`src/rtl/ffapuf_mchain.sv`:
```
// N_CHAINS flip-flop arbiter PUF chains, each evaluated N_EVAL times and majority-voted per bit.
// Latency: done N_EVAL*(SETTLE_CYC+3)+1 cycles after start is accepted; start is ignored while busy.
module ffapuf_mchain #(
  parameter int N_STAGES   = 8,
  parameter int N_CHAINS   = 4,
  parameter int N_EVAL     = 5,
  parameter int SETTLE_CYC = 4
) (
  input  logic                         clk,
  input  logic                         clr,
  input  logic                         start,
  input  logic [N_CHAINS*N_STAGES-1:0] challenge,
  output logic                         busy,
  output logic                         done,
  output logic [N_CHAINS-1:0]          response,
  output logic [N_CHAINS-1:0]          unstable
);
  localparam int EW = $clog2(N_EVAL + 1);
  localparam int SW = (SETTLE_CYC > 1) ? $clog2(SETTLE_CYC) : 1;
  localparam logic [EW-1:0] HALF  = EW'(N_EVAL / 2);
  localparam logic [EW-1:0] NEV   = EW'(N_EVAL);
  localparam logic [EW-1:0] LAST  = EW'(N_EVAL - 1);
  localparam logic [SW-1:0] SLAST = SW'(SETTLE_CYC - 1);

  typedef enum logic [2:0] {IDLE, CLEAR, LAUNCH, SETTLE, SAMPLE, DONE} state_t;

  state_t                       state, state_nx;
  logic [N_CHAINS*N_STAGES-1:0] challenge_q;
  logic [EW-1:0]                eval_cnt;
  logic [SW-1:0]                settle_cnt;
  logic [EW-1:0]                vote     [N_CHAINS];
  logic [EW-1:0]                vote_sum [N_CHAINS];
  logic [N_CHAINS-1:0]          resp_nx, unst_nx;
  logic [N_CHAINS-1:0]          arb_bit;
  logic                         chain_clr, launch;

  always_ff @(posedge clk or negedge clr) begin
    if (!clr) state <= IDLE;
    else      state <= state_nx;
  end

  always_comb begin
    state_nx  = state;
    chain_clr = 1'b0;
    launch    = 1'b0;
    busy      = 1'b1;
    done      = 1'b0;
    unique case (state)
      IDLE: begin
        busy = 1'b0;
        if (start) state_nx = CLEAR;
      end
      CLEAR: begin
        chain_clr = 1'b1;
        state_nx  = LAUNCH;
      end
      LAUNCH: begin
        launch   = 1'b1;
        state_nx = SETTLE;
      end
      SETTLE: if (settle_cnt == SLAST) state_nx = SAMPLE;
      SAMPLE: state_nx = (eval_cnt == LAST) ? DONE : CLEAR;
      DONE: begin
        done     = 1'b1;
        state_nx = IDLE;
      end
      default: begin
        busy     = 1'b0;
        state_nx = IDLE;
      end
    endcase
  end

  // Final votes include the bit being sampled so the result is valid in the DONE cycle.
  always_comb begin
    for (int i = 0; i < N_CHAINS; i++) begin
      vote_sum[i] = vote[i] + EW'(arb_bit[i]);
      resp_nx[i]  = (vote_sum[i] > HALF);
      unst_nx[i]  = (vote_sum[i] != '0) && (vote_sum[i] != NEV);
    end
  end

  always_ff @(posedge clk or negedge clr) begin
    if (!clr) begin
      challenge_q <= '0;
      eval_cnt    <= '0;
      settle_cnt  <= '0;
      response    <= '0;
      unstable    <= '0;
      for (int i = 0; i < N_CHAINS; i++) vote[i] <= '0;
    end else begin
      unique case (state)
        IDLE: begin
          if (start) begin
            challenge_q <= challenge;
            eval_cnt    <= '0;
            for (int i = 0; i < N_CHAINS; i++) vote[i] <= '0;
          end
        end
        LAUNCH: settle_cnt <= '0;
        SETTLE: settle_cnt <= settle_cnt + SW'(1);
        SAMPLE: begin
          eval_cnt <= eval_cnt + EW'(1);
          for (int i = 0; i < N_CHAINS; i++) vote[i] <= vote_sum[i];
          if (eval_cnt == LAST) begin
            response <= resp_nx;
            unstable <= unst_nx;
          end
        end
        default: ;
      endcase
    end
  end

  // Deeper stages are self-timed by the race, so they only observe chain_clr on their own edges.
  for (genvar i = 0; i < N_CHAINS; i++) begin : g_chain
    logic [N_STAGES-1:0] mux_o;
    (* dont_touch = "true" *) logic arb_q;

    for (genvar k = 0; k < N_STAGES; k++) begin : g_stage
      (* dont_touch = "true" *) logic ff_a;
      (* dont_touch = "true" *) logic ff_b;
      logic stg_clk, adv;

      if (k == 0) begin : g_src
        assign stg_clk = clk;
        assign adv     = launch;
      end else begin : g_src
        assign stg_clk = mux_o[k-1];
        assign adv     = 1'b1;
      end

      always_ff @(posedge stg_clk or negedge clr) begin
        if (!clr) begin
          ff_a <= 1'b0;
          ff_b <= 1'b0;
        end else if (chain_clr) begin
          ff_a <= 1'b0;
          ff_b <= 1'b0;
        end else if (adv) begin
          ff_a <= ~ff_a;
          ff_b <= ff_a;
        end
      end

      assign mux_o[k] = challenge_q[i*N_STAGES + k] ? ff_b : ff_a;
    end

    always_ff @(posedge g_stage[N_STAGES-1].ff_b or negedge clr) begin
      if (!clr)           arb_q <= 1'b0;
      else if (chain_clr) arb_q <= 1'b0;
      else                arb_q <= g_stage[N_STAGES-1].ff_a;
    end

    assign arb_bit[i] = arb_q;
  end

endmodule

```
`config.mk`:
```
export PLATFORM = sky130hd
export DESIGN_NAME = ffapuf_mchain
export DESIGN_NICKNAME = d
export VERILOG_FILES = /design/src/rtl/ffapuf_mchain.sv
export SDC_FILE = /design/constraint.sdc
export NUM_CORES = 1
export LEC_CHECK = 0
export ABC_AREA = 1
export ABC_CLOCK_PERIOD_IN_PS = 1400
export CAP_MARGIN = 20
export CORE_MARGIN = 3
export CORE_UTILIZATION = 57
export CTS_CLUSTER_DIAMETER = 60
export DETAILED_ROUTE_END_ITERATION = 8
export PLACE_DENSITY_LB_ADDON = 0.1
export SLEW_MARGIN = 20
export SYNTH_ARGS = -nofsm -noshare
export SYNTH_HDL_FRONTEND = slang
export SYNTH_SLANG_ARGS = --single-unit
```
`constraint.sdc`:
```
create_clock -name clk -period 1.4 [get_ports clk]
set_input_delay 0.28 -clock clk [delete_from_list [all_inputs] [get_ports clk]]
set_output_delay 0.28 -clock clk [all_outputs]
set_load 0.02 [all_outputs]
```
==> results_dict.tcl <==
set metrics [dict create \
    fmax_mhz 687 \
    drt_wl_total_mm 9.40 \
    instances_no_fill 778 \
    finalCriticalPeriod_ps 1460 \
    ant_nets 0 \
    p_leak_nw 3.43 \
    gr-usage-met1 0.257 \
    period_share 1.04 \
    clockRootBuffer "clkbuf_8" \
    worstHoldPathType "in -> async" \
    worst_path_largest_cell_delay_ps 430 \
    yosysWarnings 0 \
    synthMuxAreaShare 0 \
    num_antenna_cells 0 \
    grt_pass1_vias 3710 \
    antenna_found_initial 0 \
    cap_violations 0 \
    slew_headroom 0.761 \
    dp.cells 757 \
    drv_slew 0 \
    endpoint_kind "output port" \
    seq_area_frac_synth 0.596 \
    fin_nets 711 \
    synth_top_family_by_area "simple AND/OR/NAND/NOR gates" \
    violations "setup timing" \
    cts_buffer_depth 2 \
    setup_viol 2 \
    rows 34 \
    required_ps 1120 \
    core-area_sq_um 8810 \
    final_area_sq_um 6170 \
    crit_top_cell "buf_6" \
    place_area_sq_um 5860 \
    fillers 691 \
    htree_num_levels 3 \
    grt_pass1_wl_mm 16.2 \
    vias 3762 \
    unclocked_regs 60 \
    ys_types 19 \
    tightest_slew_ps 358 \
    worst_skew_pair.late_latency_ps 350 \
    cts.clk_slew.worst_paths_ps 70 \
    worstSetupStartpointType "register" \
    post_drt_wl_per_cell_um 12.1 \
    syn_area_sq_um 5210 \
    skew_ps 8.94 \
    slowest_stage "dfrtp_1" \
    synth_area_per_cell_sq_um 8.62 \
    path_max_fanout 3 \
    globalRouteMet3Util 0.0331 \
    peakVddDrop_v 0.000762 \
    dp_hpwl_mm 6.63 \
    setup_ws_ps -55.1 \
    die_area_sq_um 10300 \
    power.density_nw_per_um2 1360 \
    die_width_um 102 \
    die_y_um 102 \
    start_util 0.592 \
    drt_iter0_drc 103 \
    status "finished, violations left" \
    syn_to_final_growth_pct 18.5 \
    firstDrtPassIters 5 \
    postSynthCellCount 604 \
    grt_usage 0.198 \
    finalHoldViolCount 0 \
    seqCellArea_sq_um 3100 \
    synth_adder_area_share 0.0264 \
    vias_per_cell 4.84 \
    grt-ovfl-total 0 \
    drive_gt1_frac 0.0955 \
    cp.arrival_ps 1180 \
    rsz0062_at_grt "yes" \
    synth-seq-cells 124 \
    cts_tree "built" \
    portBuffers 40 \
    untimed_endpoints 60 \
    synth_simple_gate_area_share 0.177 \
    synth_xor_area_frac 0.00168 \
    cp_cell_sequence "buf_6, nand2_2, nand3_2, buf_6" \
    total_power_w 0.00839 \
    grt_max_degree 57 \
    use_met2 0.339 \
    synthesis.nets 650 \
    gp_congestion 0.846 \
    pin_count 45 \
    synth-compound-area-share 0.0798 \
    preCtsSetupSlack_ps -159 \
    route.detailed.drc 0 \
    path_class "reg -> out" \
    multi_input_area_sq_um 1570 \
    cts_buffers 9 \
    busiest_layer "met2" \
]
## critical path, delay by kind of cell, from the launching register on
| kind | cells | cell delay (ps) |
|---|---|---|
| simple gates | 2 | 150 |
| flops | 1 | 430 |
| buf+inv | 2 | 270 |
## layout make-up
class / count / share of cell area
Clock inverter: 3 / 0.00648
Clock buffer: 13 / 0.0257
Inverter: 142 / 0.0863
Sequential cell: 124 / 0.503
Timing Repair Buffer: 66 / 0.104
Tap cell: 108 / 0.0219
Multi-Input combinational cell: 322 / 0.253
## per-layer routing
| layer | share of wire | wire [um] |
|---|---|---|
| met4 | 0.017 | 157 |
| met3 | 0.032 | 298 |
| met1 | 0.46 | 4290 |
| met5 | 0 | 0 |
| met2 | 0.50 | 4660 |
## per-stage QoR
step,util,setup TNS [ps],hold WS (ps)
CTS,0.690,-146,339
detailed placement,0.665,-461,175
global placement,0.665,-285,173
floorplan,-,0,-15.6
finish,0.701,-91.3,351
global route,0.701,-211,356
## Yosys cell counts (all sizes together)
| cell | count | area share |
|---|---|---|
| inv | 142 | 0.10 |
| clkbuf | 2 | 0.0014 |
| ha | 11 | 0.026 |
| dfrtp | 124 | 0.60 |
| xnor2 | 1 | 0.0017 |
| nand2 | 194 | 0.14 |
| nand4 | 1 | 0.0024 |
| nand3b | 1 | 0.0014 |
| a21oi | 2 | 0.0019 |
| nor2 | 4 | 0.0053 |
| nand3 | 27 | 0.028 |
| buf | 14 | 0.016 |
| o21ai | 81 | 0.078 |
## timing repair
item,CTS,global route
pin swaps,2,1
hold buffers,1,0
resized for setup,22,19
setup endpoints to repair,15,12
setup buffers,1,2
endpoints found under the hold margin,11,0
cloned,0,1
## layout by cell type, fill, tap and decap left out
cell	instances
o21ai_1	23
dfrtp_1	124
nand2_4	1
nor2_2	2
buf_12	4
buf_4	20
nand3_4	1
nor2_4	2
ha_1	6
ha_4	4
ha_2	1
buf_6	3
nand4_2	1
nand2_2	1
inv_2	7
a21oi_1	2
o21ai_0	58
clkbuf_1	2
bufinv_16	1
dlygate4sd3_1	1
clkinv_2	2
nand3_2	2
xnor2_1	1
clkbuf_8	11
inv_1	135
nand3b_1	1
dlygate4sd2_1	8
nand2_1	192
clkdlybuf4s50_1	29
nand3_1	24
buf_2	1
## where the power goes
part,internal (W),switching [W],leakage [nW]
sequential,0.00300,0.000404,1.51
combinational,0.00129,0.00204,1.82
clock,0.000916,0.000734,0.103
total,0.00521,0.00318,3.43
## final timing paths
check,from,slack [ps],depth (start not counted),endpoint
setup / recovery,state[0],-60,4,busy
hold / removal,clr,350,2,vote[6]
setup reg to reg,vote[9],90,8,unstable[0]
min in group clk,response[1],470,2,response[1]
max in group asynchronous,clr,580,3,challenge_q[1]
hold reg to reg,response[1],470,2,response[1]
## cell families (layout without fill, tap and decap cells)
kind of cell	after synthesis	after routing
adder cells (fa/ha/maj)	11	11
flip-flops	124	124
AND/OR/NAND/NOR	227	227
buffers and inverters	158	224
XOR/XNOR	1	1
AO/OA/AOI/OAI	83	83
## sequential cells by signal, indices dropped and copies added, names as in the netlist
register,count
unstable,4
response,4
g_chain.g_stage.ff_b,32
g_chain.arb_q,4
g_chain.g_stage.ff_a,32
vote,12
settle_cnt,2
state,3
eval_cnt,3
challenge_q,28
(Power assumes the default switching activity.)
